### config.mk
export PLATFORM = sky130hd
export DESIGN_NAME = inverse_processing_unit_1d
export DESIGN_NICKNAME = d
export VERILOG_FILES = /design/src/rtl/dwt97_inverse_pkg.sv /design/src/rtl/inverse_processing_unit_1d_lift.sv /design/src/rtl/inverse_processing_unit_1d.sv
export SDC_FILE = /design/constraint.sdc
export NUM_CORES = 1
export LEC_CHECK = 0
export ABC_CLOCK_PERIOD_IN_PS = 13300
export CELL_PAD_IN_SITES_DETAIL_PLACEMENT = 0
export CELL_PAD_IN_SITES_GLOBAL_PLACEMENT = 1
export CORE_UTILIZATION = 30
export DETAILED_ROUTE_END_ITERATION = 10
export PLACE_DENSITY_LB_ADDON = 0.1
export SYNTH_ARGS = -nofsm -noshare
export SYNTH_HDL_FRONTEND = slang
export SYNTH_SLANG_ARGS = --single-unit
### constraint.sdc
create_clock -name clk_i -period 13.3 [get_ports clk_i]
set_clock_uncertainty 0.2 [all_clocks]
set_input_delay 2.66 -clock clk_i [delete_from_list [all_inputs] [get_ports clk_i]]
set_output_delay 2.66 -clock clk_i [all_outputs]
set_load 0.02 [all_outputs]
### src/rtl/dwt97_inverse_pkg.sv
// Shared types and coefficient helpers for the inverse 9/7 lifting datapath.
// Fixed-point coefficients are truncated toward zero, so the defaults give -1624 and -54.
package dwt97_inverse_pkg;

  localparam real CoefAlpha     = -1.586134342059924;
  localparam real CoefBeta      = -0.052980118572961;
  localparam int  PairDataWidth = 16;

  typedef enum logic [1:0] {
    EMPTY = 2'd0,
    HOLD  = 2'd1,
    FLUSH = 2'd2
  } state_e;

  typedef struct packed {
    logic                     eol;
    logic                     sof;
    logic [PairDataWidth-1:0] hi;
    logic [PairDataWidth-1:0] lo;
  } pair_t;

  typedef struct packed {
    logic                     sof;
    logic [PairDataWidth-1:0] e;
    logic [PairDataWidth-1:0] d;
  } pend_t;

  function automatic real fixed_scale(input int point);
    real scale;
    scale = 1.0;
    for (int i = 0; i < point; i++) begin
      scale = scale * 2.0;
    end
    return scale;
  endfunction

  function automatic int int_alpha(input real alpha, input int point);
    return $rtoi(alpha * fixed_scale(point));
  endfunction

  function automatic int int_beta(input real beta, input int point);
    return $rtoi(beta * fixed_scale(point));
  endfunction

endpackage

### src/rtl/inverse_processing_unit_1d_lift.sv
// Combinational lifting step y = a - (((b + c) * K) >>> Point), wrapping to DataWidth.
module inverse_lift_step #(
  parameter int DataWidth = 16,
  parameter int Point     = 10,
  parameter int Coef      = 0
) (
  input  logic [DataWidth-1:0] a_i,
  input  logic [DataWidth-1:0] b_i,
  input  logic [DataWidth-1:0] c_i,
  output logic [DataWidth-1:0] y_o
);

  localparam int ProdWidth = DataWidth + 33;
  localparam logic signed [ProdWidth-1:0] CoefExt = ProdWidth'(Coef);

  logic signed [DataWidth:0]   sum_s;
  logic signed [ProdWidth-1:0] prod_s;

  assign sum_s  = $signed({b_i[DataWidth-1], b_i}) + $signed({c_i[DataWidth-1], c_i});
  assign prod_s = ProdWidth'(sum_s) * CoefExt;
  // Arithmetic shift floors; the final truncation gives wrap-around without saturation.
  assign y_o    = a_i - DataWidth'(prod_s >>> Point);

endmodule

### src/rtl/inverse_processing_unit_1d.sv
// Inverse 9/7 lifting for one line direction: undoes beta then alpha on {high, low} pairs,
// producing {odd, even} pairs with sof/eol framing; each pair waits for its right neighbour.
module inverse_processing_unit_1d
  import dwt97_inverse_pkg::*;
#(
  parameter int  DataWidth = 16,
  parameter int  Point     = 10,
  parameter real Alpha     = CoefAlpha,
  parameter real Beta      = CoefBeta,
  parameter bit  InputReg  = 1'b1
) (
  input  logic                   clk_i,
  input  logic                   rst_i,
  output logic                   s_ready_o,
  input  logic                   s_valid_i,
  input  logic                   s_sof_i,
  input  logic                   s_eol_i,
  input  logic [2*DataWidth-1:0] s_data_i,
  input  logic                   m_ready_i,
  output logic                   m_valid_o,
  output logic                   m_sof_o,
  output logic                   m_eol_o,
  output logic [2*DataWidth-1:0] m_data_o
);

  localparam int IntAlpha = int_alpha(Alpha, Point);
  localparam int IntBeta  = int_beta(Beta, Point);

  state_e state_q, state_d;
  logic   alive_q;

  logic                   core_valid_s, core_sof_s, core_eol_s;
  logic [2*DataWidth-1:0] core_data_s;
  logic                   core_ready_s, out_free_s, accept_s, emit_s, last_s;
  logic [DataWidth-1:0]   in_hi_s, in_lo_s, beta_b_s, e_new_s, alpha_c_s, odd_s;

  logic [DataWidth-1:0]   d_prev_q, pend_e_q, pend_d_q;
  logic                   pend_sof_q;
  logic                   m_valid_q, m_sof_q, m_eol_q;
  logic [2*DataWidth-1:0] m_data_q;

  // Ready stays low through reset and for the first edge after it.
  always_ff @(posedge clk_i or posedge rst_i) begin
    if (rst_i) begin
      alive_q <= 1'b0;
    end else begin
      alive_q <= 1'b1;
    end
  end

  assign out_free_s   = ~m_valid_q | m_ready_i;
  assign core_ready_s = alive_q & (state_q != FLUSH) & out_free_s;
  assign s_ready_o    = core_ready_s;
  assign accept_s     = core_valid_s & core_ready_s;

  if (InputReg) begin : g_in_reg
    logic                   in_valid_q, in_sof_q, in_eol_q;
    logic [2*DataWidth-1:0] in_data_q;

    // Input pipeline stage advances in lock-step with the core.
    always_ff @(posedge clk_i or posedge rst_i) begin
      if (rst_i) begin
        in_valid_q <= 1'b0;
        in_sof_q   <= 1'b0;
        in_eol_q   <= 1'b0;
        in_data_q  <= {(2*DataWidth){1'b0}};
      end else if (core_ready_s) begin
        in_valid_q <= s_valid_i;
        in_sof_q   <= s_sof_i;
        in_eol_q   <= s_eol_i;
        in_data_q  <= s_data_i;
      end
    end

    assign core_valid_s = in_valid_q;
    assign core_sof_s   = in_sof_q;
    assign core_eol_s   = in_eol_q;
    assign core_data_s  = in_data_q;
  end else begin : g_in_pass
    assign core_valid_s = s_valid_i;
    assign core_sof_s   = s_sof_i;
    assign core_eol_s   = s_eol_i;
    assign core_data_s  = s_data_i;
  end

  assign {in_hi_s, in_lo_s} = core_data_s;
  assign beta_b_s           = core_sof_s ? in_hi_s : d_prev_q;

  inverse_lift_step #(.DataWidth(DataWidth), .Point(Point), .Coef(IntBeta)) u_beta (
    .a_i (in_lo_s),
    .b_i (beta_b_s),
    .c_i (in_hi_s),
    .y_o (e_new_s)
  );

  inverse_lift_step #(.DataWidth(DataWidth), .Point(Point), .Coef(IntAlpha)) u_alpha (
    .a_i (pend_d_q),
    .b_i (pend_e_q),
    .c_i (alpha_c_s),
    .y_o (odd_s)
  );

  // State register.
  always_ff @(posedge clk_i or posedge rst_i) begin
    if (rst_i) begin
      state_q <= EMPTY;
    end else begin
      state_q <= state_d;
    end
  end

  // Next state: an sof beat while holding simply restarts the line.
  always_comb begin
    state_d = state_q;
    case (state_q)
      EMPTY, HOLD: begin
        if (accept_s) begin
          if (core_eol_s) begin
            state_d = FLUSH;
          end else begin
            state_d = HOLD;
          end
        end else begin
          state_d = state_q;
        end
      end
      FLUSH: begin
        if (out_free_s) begin
          state_d = EMPTY;
        end else begin
          state_d = FLUSH;
        end
      end
      default: state_d = EMPTY;
    endcase
  end

  // Emission control; the flush beat reuses the last e as its own right neighbour.
  always_comb begin
    emit_s    = 1'b0;
    last_s    = 1'b0;
    alpha_c_s = e_new_s;
    case (state_q)
      EMPTY: begin
        emit_s = 1'b0;
      end
      HOLD: begin
        emit_s = accept_s & ~core_sof_s;
      end
      FLUSH: begin
        emit_s    = out_free_s;
        last_s    = 1'b1;
        alpha_c_s = pend_e_q;
      end
      default: begin
        emit_s = 1'b0;
      end
    endcase
  end

  // Line state: previous d and the pair waiting for its successor.
  always_ff @(posedge clk_i or posedge rst_i) begin
    if (rst_i) begin
      d_prev_q   <= {DataWidth{1'b0}};
      pend_e_q   <= {DataWidth{1'b0}};
      pend_d_q   <= {DataWidth{1'b0}};
      pend_sof_q <= 1'b0;
    end else if (accept_s) begin
      d_prev_q   <= in_hi_s;
      pend_e_q   <= e_new_s;
      pend_d_q   <= in_hi_s;
      pend_sof_q <= core_sof_s;
    end
  end

  // Output register: holds while stalled, reloads in the cycle the current beat leaves.
  always_ff @(posedge clk_i or posedge rst_i) begin
    if (rst_i) begin
      m_valid_q <= 1'b0;
      m_sof_q   <= 1'b0;
      m_eol_q   <= 1'b0;
      m_data_q  <= {(2*DataWidth){1'b0}};
    end else if (emit_s) begin
      m_valid_q <= 1'b1;
      m_sof_q   <= pend_sof_q;
      m_eol_q   <= last_s;
      m_data_q  <= {odd_s, pend_e_q};
    end else if (m_ready_i) begin
      m_valid_q <= 1'b0;
    end
  end

  assign m_valid_o = m_valid_q;
  assign m_sof_o   = m_sof_q;
  assign m_eol_o   = m_eol_q;
  assign m_data_o  = m_data_q;

endmodule

# == Word level (Yosys, flattened, before mapping) ==
# Cells that the tools add are included.
# op_classes
addsub,4
multipliers,2
eq_ne,4
muxes,10
bitwise,7
n_reduce_logical,3
# op_table
op,count
16-bit by 16-bit adder with 17-bit output,2
16-bit 2-to-1 mux,2
16-bit subtractor,2
"17-bit by 6-bit multiplier with 23-bit output, second input constant",1
"17-bit by 9-bit multiplier with 23-bit output, second input constant",1
2-bit 2-to-1 mux,3
1-bit bitwise AND,4
"2-bit != test, second input constant",2
2-bit case mux with 2 select lines,1
1-bit 2-to-1 mux,3
"2-bit by 1-bit equality test with 1-bit output, second input constant",1
"2-bit equality test, second input constant",1
2-bit logical NOT,1
1-bit inverter,2
1-bit case mux with 2 select lines,1
2-bit nonzero test,1
2-bit OR reduction,1
1-bit bitwise OR,1
# totals
register_bits,106
inputBits,38
wordCells,43

# == Logic depth before layout (Yosys ltp) ==
# Gate-level depths: netlist of the first run.
# logic_depth
ltp_word,8
ltp_mapped,65
mapped_depth_nobuf,63

# == Cells and area by module ==
# A second synthesis of the first run with hierarchy kept.
# hier_totals
cells_unflattened,1097
area_unflattened_um2,11637.4
# by_module_without_submodules
module,instances,cells_per_inst,area_each_um2
inverse_processing_unit_1d,1,281,4538.1
inverse_lift_step (u_alpha),1,465,4142.7
inverse_lift_step (u_beta),1,351,2956.6

# == Worst setup path after synthesis of the first run ==
# Ideal clock, no wire load.
# synth_timing
path_kind,flip-flop to flip-flop
from,register g_in_reg.in_sof_q (netlist: core_sof_s)
to,register m_data_q[31] (netlist: m_data_o[31])
setup_time_ns,0.076
t_arrival_ns,13.703
required_ns,13.024
setup_slack_ns,-0.679
stages_incl_launch_ff,60
n_path_buf,2
cell_sequence,dfrtp_1 > clkbuf_1 > clkbuf_1 > mux2_2 > fa_1 > a21o_1 > a21oi_1 > nor2b_1 > o21a_1 > o41ai_2 > o211ai_1 > a21o_1 > xor2_1 > ha_1 > ha_1 > fa_1 > ha_1 > ha_1 > [24 not listed] > inv_1 > fa_1 > inv_1 > fa_1 > fa_1 > ha_1 > ha_1 > a21o_1 > a21oi_1 > nor2b_1 > o21ai_0 > a31o_2 > xnor2_1 > ha_1 > a21o_1 > a221oi_1 > xnor3_1 > o21ai_1
# synth_via
elab_chain_cells,8
# synth_rtl
item,line_no,rtl
from (decl),inverse_processing_unit_1d.sv:57,"logic in_valid_q, in_sof_q, in_eol_q;"
from (signal assigned),inverse_processing_unit_1d.sv:69,in_sof_q <= s_sof_i;
16-bit 2-to-1 mux,inverse_processing_unit_1d.sv:87,assign beta_b_s = core_sof_s ? in_hi_s : d_prev_q;
16-bit by 16-bit adder with 17-bit output,inverse_processing_unit_1d_lift.sv:19,"assign sum_s = $signed({b_i[DataWidth-1], b_i}) + $signed({c_i[DataWidth-1], c_i});"
17-bit by 6-bit multiplier with 23-bit output,inverse_processing_unit_1d_lift.sv:20,assign prod_s = ProdWidth'(sum_s) * CoefExt;
16-bit subtractor,inverse_processing_unit_1d_lift.sv:22,assign y_o = a_i - DataWidth'(prod_s >>> Point);
16-bit 2-to-1 mux,inverse_processing_unit_1d.sv:143,case (state_q)
16-bit by 16-bit adder with 17-bit output,inverse_processing_unit_1d_lift.sv:19,
17-bit by 9-bit multiplier with 23-bit output,inverse_processing_unit_1d_lift.sv:20,
16-bit subtractor,inverse_processing_unit_1d_lift.sv:22,
to (signal assigned),inverse_processing_unit_1d.sv:182,m_data_q <= {(2*DataWidth){1'b0}};
to (signal assigned),inverse_processing_unit_1d.sv:187,"m_data_q <= {odd_s, pend_e_q};"
to (decl),inverse_processing_unit_1d.sv:40,logic [2*DataWidth-1:0] m_data_q;
# Several ways; a longest one is shown, not always the timed one.
# A chain may end at the register's enable or synchronous reset.

# == Worst setup path in the final report of the first run ==
# Same ends and word-level chain as after synthesis.

==> flow_summary.yaml, run 1 <==
sta:
  final-setup-viol-count: 0
  max_slew_margin: 0.413
  fmax_mhz: 76.6
  finalCritPeriodShare: 0.981
  fin_crit_ns: 13.05
  slew_viol_final: 0
  tightest_slew_ns: 0.880
  rsz0062_at_grt: "yes"
  finalHoldViolCount: 0
detailed_routing:
  ant_nets: 0
  drt-initial-drc-count: 252
  totalWireLength_um: 31100
  first_pass_iters: 4
  vias: 9309
  drcViolationCount: 0
  routedWlPerCell_um: 15.3
  vias_per_cell: 4.59
placed_design:
  io_buffers: 73
  gp_congestion: 0.788
  hpwl_um: 25000
synth:
  synth_edf_count: 0
  syn_area_per_cell_sq_um: 9.84
  ys_seq_elements: 106
  syn_area_sq_um: 11700
  synth-async-reset-ratio: 1.00
  syn_inst: 1186
  yosysUniqueCellTypes: 71
  syn-num-nets: 1501
  synth_ff_type: "dfrtp_1"
  ys_warn_count: 0
  synth_seq_area_share: 0.227
clocking:
  clk_pin_slew_ns: 0.08
  cts_tree: "done"
  cts_max_level: 3
  hold_buffers: 0
  cts.sinks: 106
  cts_buffers: 9
  ctsRootBufferMaster: "clkbuf_16"
  clk_path_buf_depth: 2
  insertion_delay_ns: 0.38
grt:
  grt_pass1_vias: 9852
  grt_max_degree: 61
  grt_remaining_overflow: 0
  antenna_found_initial: 0
  grt_pass1_wl_um: 50800
  grt_util_all_layers: 0.165
floorplan:
  die_area_sq_um: 39700
  dieHeight_um: 199
  io_pins: 74
  die_w_um: 199
  fp-row-count: 71
  core_region_area_sq_um: 38000
  start_util: 0.307
worst_setup_path:
  crit_arrival_ns: 13.16
  start_kind: "register"
  crit_buf_inv: 10
  slowest_delay_ns: 0.49
  crit_family: "adder cells"
  crit_path_end_kind: "register"
  cp_slowest_cell: "fa_1"
  crit_type: "reg -> reg"
  crit_fanout: 5
  crit_required_ns: 13.41
  rrSetupSlack_ns: 0.25
finish:
  area_growth_pct: 40.0
  final_layout_size_suffix_gt1_frac: 0.352
  final_common_cell: "buf_4"
  mostFrequentLayoutCells: "buf_4 (260), ha_1 (169), inv_1 (143)"
  final_util: 0.430
  num_antenna_cells: 0
  nets: 1826
  n_fill_cell: 3808
worst_hold_path:
  min_path_type: "reg -> reg"
job:
  cap_violations: 0
outcome:
  status: "finished, final reports clean"
sequential cells by signal, indices dropped and copies added (netlist names):
register,count
alive_q,1
pend_sof_q,1
core_eol_s,1
m_sof_o,1
m_valid_o,1
core_sof_s,1
pend_d_q,16
state_q,2
core_valid_s,1
m_eol_o,1
core_data_s,32
pend_e_q,16
m_data_o,32
routing by layer:
layer  track usage  part of all wire  up-vias
met5             0                 0        -
met1         0.224              0.49     4482
met2         0.279              0.48       59
met4        0.0345             0.011        0
li1              -                 -     4752
met3        0.0194             0.013       16
stage by stage:
step / setup WS [ns] / cells / hold slack (ns) / instance area (sq um) / TNS, ns
floorplan: 0.0476 / 1186 / 0.275 / 11700 / 0
finish: 0.252 / 2027 / 0.280 / 16300 / 0
global route: -0.327 / 2027 / 0.315 / 16300 / -1.53
global placement: -0.341 / 1973 / 0.262 / 14700 / -1.79
detailed placement: -0.433 / 1973 / 0.269 / 14700 / -2.20
CTS: 0.000810 / 2007 / 0.288 / 15500 / 0
kinds of logic (layout without fill, tap and decap cells):
kind of cell	after synthesis	after routing	share of synthesized area
other	1	1	0.000321
xor gates and xnor gates	81	81	0.0643
adders and majority gates	277	277	0.337
muxes	89	89	0.0855
buffers and inverters	174	504	0.0561
DFF	106	106	0.227
and+or+nand+nor	239	239	0.102
AOI/OAI and AO/OA	219	219	0.127
synth_stat cells, types with 12 or more instances:
library cell	count	area [sq um]
fa_1	63	1260
nand2b_1	16	100
o21a_1	12	90.1
xnor2_1	45	394
a21oi_1	43	215
nor2_1	38	143
nand3_1	17	85.1
clkbuf_1	19	71.3
dfrtp_1	106	2650
nor2b_1	14	87.6
nand2_1	82	308
inv_1	150	563
mux2_2	86	968
ha_1	214	2680
a21o_1	24	180
nor3_1	22	110
xor2_1	33	289
o21ai_0	64	320
final cells by class:
cell class	instances	area (sq um)	area share
Multi-Input combinational cell	906	9460	0.579
Inverter	150	566	0.0346
Sequential cell	106	2650	0.162
Tap cell	511	639	0.0391
Timing Repair Buffer	338	2750	0.168
Clock inverter	3	22.5	0.00138
Clock buffer	13	260	0.0159
what timing repair did:
action / CTS / global route
pin swaps: 53 / 107
setup endpoints to repair: 8 / 10
resized for setup: 61 / 121
buffers inserted: 18 / 21
hold endpoints to repair: 0 / 0
worst min-delay path, cell delays in order, from the launching register on:
cell	delay, ns
dfrtp_1	0.35
nand2_1	0.04
o21ai_0	0.06
worst paths after layout:
| path | depth (start not counted) | from | end |
|---|---|---|---|
| setup reg to reg | 56 | core_sof_s | m_data_o[31] |
| hold / removal | 2 | m_data_o[1] | m_data_o[1] |
| hold reg to reg | 2 | m_data_o[1] | m_data_o[1] |
| min in group asynchronous | 2 | rst_i | m_data_o[18] |
| max in group asynchronous | 3 | rst_i | pend_e_q[6] |
| setup / recovery | 56 | core_sof_s | m_data_o[31] |
Power of run 1 is not shown: default switching activity piles up to over one toggle a cycle in this logic, so the estimate is an artifact.
==> run 2, diff against run 1 <==
Settings changed: ABC_AREA set to 1.
==> flow_summary.yaml, run 2 <==
detailed_routing:
  first_pass_iters: 5
  met1Wirelength_um: 17300
  vias_per_cell: 4.62
  totalWireLength_um: 34400
  ant_nets: 0
  route.met2.wl_um: 15900
  vias: 10200
  drcViolationCount: 0
  drt-initial-drc-count: 468
  routedWlPerCell_um: 15.6
  dr_wl_met3_um: 886
  highest-signal-layer: "met4"
worst_setup_path:
  r2r_cells: 57
  crit_type: "reg -> reg"
  slowest_delay_ns: 0.53
  regToRegEndpoint: "m_data_o[26]"
  cp_slowest_cell: "fa_1"
  crit_fanout: 17
  rrSetupSlack_ns: 0.76
  crit_arrival_ns: 12.59
  path_common_cell: "ha_1"
  start_kind: "register"
  crit_path_end_kind: "register"
  worstReg2RegStart: "core_sof_s"
  crit_required_ns: 13.35
synth:
  syn-num-nets: 1876
  yosysMostFrequentCell: "nand2_1"
  synth_edf_count: 0
  syn_inst: 1561
  synth-async-reset-ratio: 1.00
  ys_warn_count: 0
  synth_ff_type: "dfrtp_1"
  yosysTopAreaCell: "ha_1"
  syn_area_sq_um: 12100
  yosysUniqueCellTypes: 40
  synth_seq_area_share: 0.219
  synth_top_area_share: 0.221
  syn_area_per_cell_sq_um: 7.75
  synthTopCellsByCount: "nand2_1 (396), inv_1 (253), ha_1 (214), dfrtp_1 (106), a21oi_1 (103)"
  synthTopCellsByArea: "ha_1 (22%), dfrtp_1 (22%), nand2_1 (12%), fa_1 (10%), inv_1 (7.8%)"
  ys_seq_elements: 106
clocking:
  clk_path_buf_depth: 2
  ctsRootBufferMaster: "clkbuf_16"
  cts.sinks: 106
  cts_buffers: 9
  insertion_delay_ns: 0.39
  cts_tree: "done"
  hold_buffers: 0
  clk_pin_slew_ns: 0.08
  cts_max_level: 3
floorplan:
  die_area_sq_um: 41200
  core_region_area_sq_um: 39700
  start_util: 0.305
  dieHeight_um: 203
  die_w_um: 203
  fp-row-count: 73
  io_pins: 74
finish:
  final_layout_size_suffix_gt1_frac: 0.113
  final_area_sq_um: 14500
  nets: 1988
  mostFrequentLayoutCells: "nand2_1 (390), inv_1 (251), ha_1 (195)"
  final_util: 0.365
  area_growth_pct: 20.0
  final_common_cell: "nand2_1"
grt:
  grt_util_all_layers: 0.176
  grt_pass1_wl_um: 56100
  antenna_found_initial: 0
  grt_max_degree: 58
  grt_remaining_overflow: 0
  grt_pass1_vias: 10300
sta:
  rsz0062_at_grt: "yes"
  fmax_mhz: 79.7
  max_slew_margin: 0.421
  slew_viol_final: 0
  final-setup-viol-count: 0
  setup_tns_ns: 0
  finalHoldViolCount: 0
  fin_crit_ns: 12.54
  tightest_slew_ns: 0.867
  setup_ws_ns: 0.761
  finalCritPeriodShare: 0.943
placed_design:
  hpwl_um: 28500
  place_area_sq_um: 13600
  io_buffers: 73
  gp_congestion: 0.827
  post-place-ws_ns: -0.122
worst_hold_path:
  min_path_type: "reg -> reg"
  min-delay-start: "m_data_o[6]"
  hold_end: "m_data_o[6]"
  hold_depth: 2
outcome:
  status: "finished, final reports clean"
job:
  cap_violations: 0
==> run 2: cell types whose count changed in the layout (fill, tap and decap cells not counted), moves of 35 or more <==
cell / delta
a21oi_1: +59
buf_4: -206
inv_1: +108
mux2_2: -85
nand2_1: +311
nand3_1: +43
o21ai_0: +35
==> run 2: timing repair <==
action                                  CTS  global route
setup buffers                             0            15
resized for setup                         4            98
endpoints found under the setup margin    2            10
pin swaps                                 1            26
==> run 2: cells by family after synthesis <==
logic type,Yosys count,synth area share
AOI/OAI and AO/OA,255,0.119
xor gates and xnor gates,74,0.0536
adders and majority gates,277,0.325
buffers and inverters,285,0.0922
DFF,106,0.219
other,1,0.000310
and+or+nand+nor,563,0.191
==> run 2: per-layer routing <==
metal,up-vias,GRT usage
met5,-,0
met4,0,0.0387
met3,23,0.0231
met2,102,0.284
met1,4789,0.248
li1,5258,-
==> run 2: worst max path at each step <==
stage | start | end | slack (ns) | cells past startpoint
2_1_floorplan | core_sof_s | m_data_o[31] | 1.23 | 65
3_3_place_gp | core_sof_s | m_data_o[27] | -0.13 | 59
3_5_place_dp | core_sof_s | m_data_o[27] | -0.12 | 58
4_1_cts | core_sof_s | m_data_o[27] | 0.05 | 59
5_1_grt | core_sof_s | m_data_o[31] | -0.08 | 71
6_report | core_sof_s | m_data_o[26] | 0.76 | 57
==> run 2: stage by stage <==
step,cells,hold slack [ns]
detailed placement,2172,0.268
CTS,2188,0.290
finish,2204,0.285
global route,2203,0.315
floorplan,1561,0.255
global placement,2172,0.265
==> run 2: worst max-delay path: cells and delay by family, from the launching register on <==
kind / cells / cell delay (ns)
adder cells (fa/ha/maj): 15 / 5.59
AO/OA/AOI/OAI: 12 / 2.07
XOR/XNOR: 6 / 1.32
AND/OR/NAND/NOR: 13 / 1.44
flip-flops: 1 / 0.42
buffers and inverters: 11 / 1.35
==> run 2: cell type report <==
| cell class | instances | area (sq um) |
|---|---|---|
| diodes | 1 | 2.50 |
| clock buffers | 9 | 225 |
| clock inverters | 7 | 62.6 |
| fillers | 4234 | 25200 |
| inverters | 258 | 971 |
| multi-input cells | 1170 | 8800 |
| flip-flops and latches | 106 | 2650 |
| well taps | 525 | 657 |
| repair buffers | 128 | 1150 |
Power of run 2 is left out for the same reason.
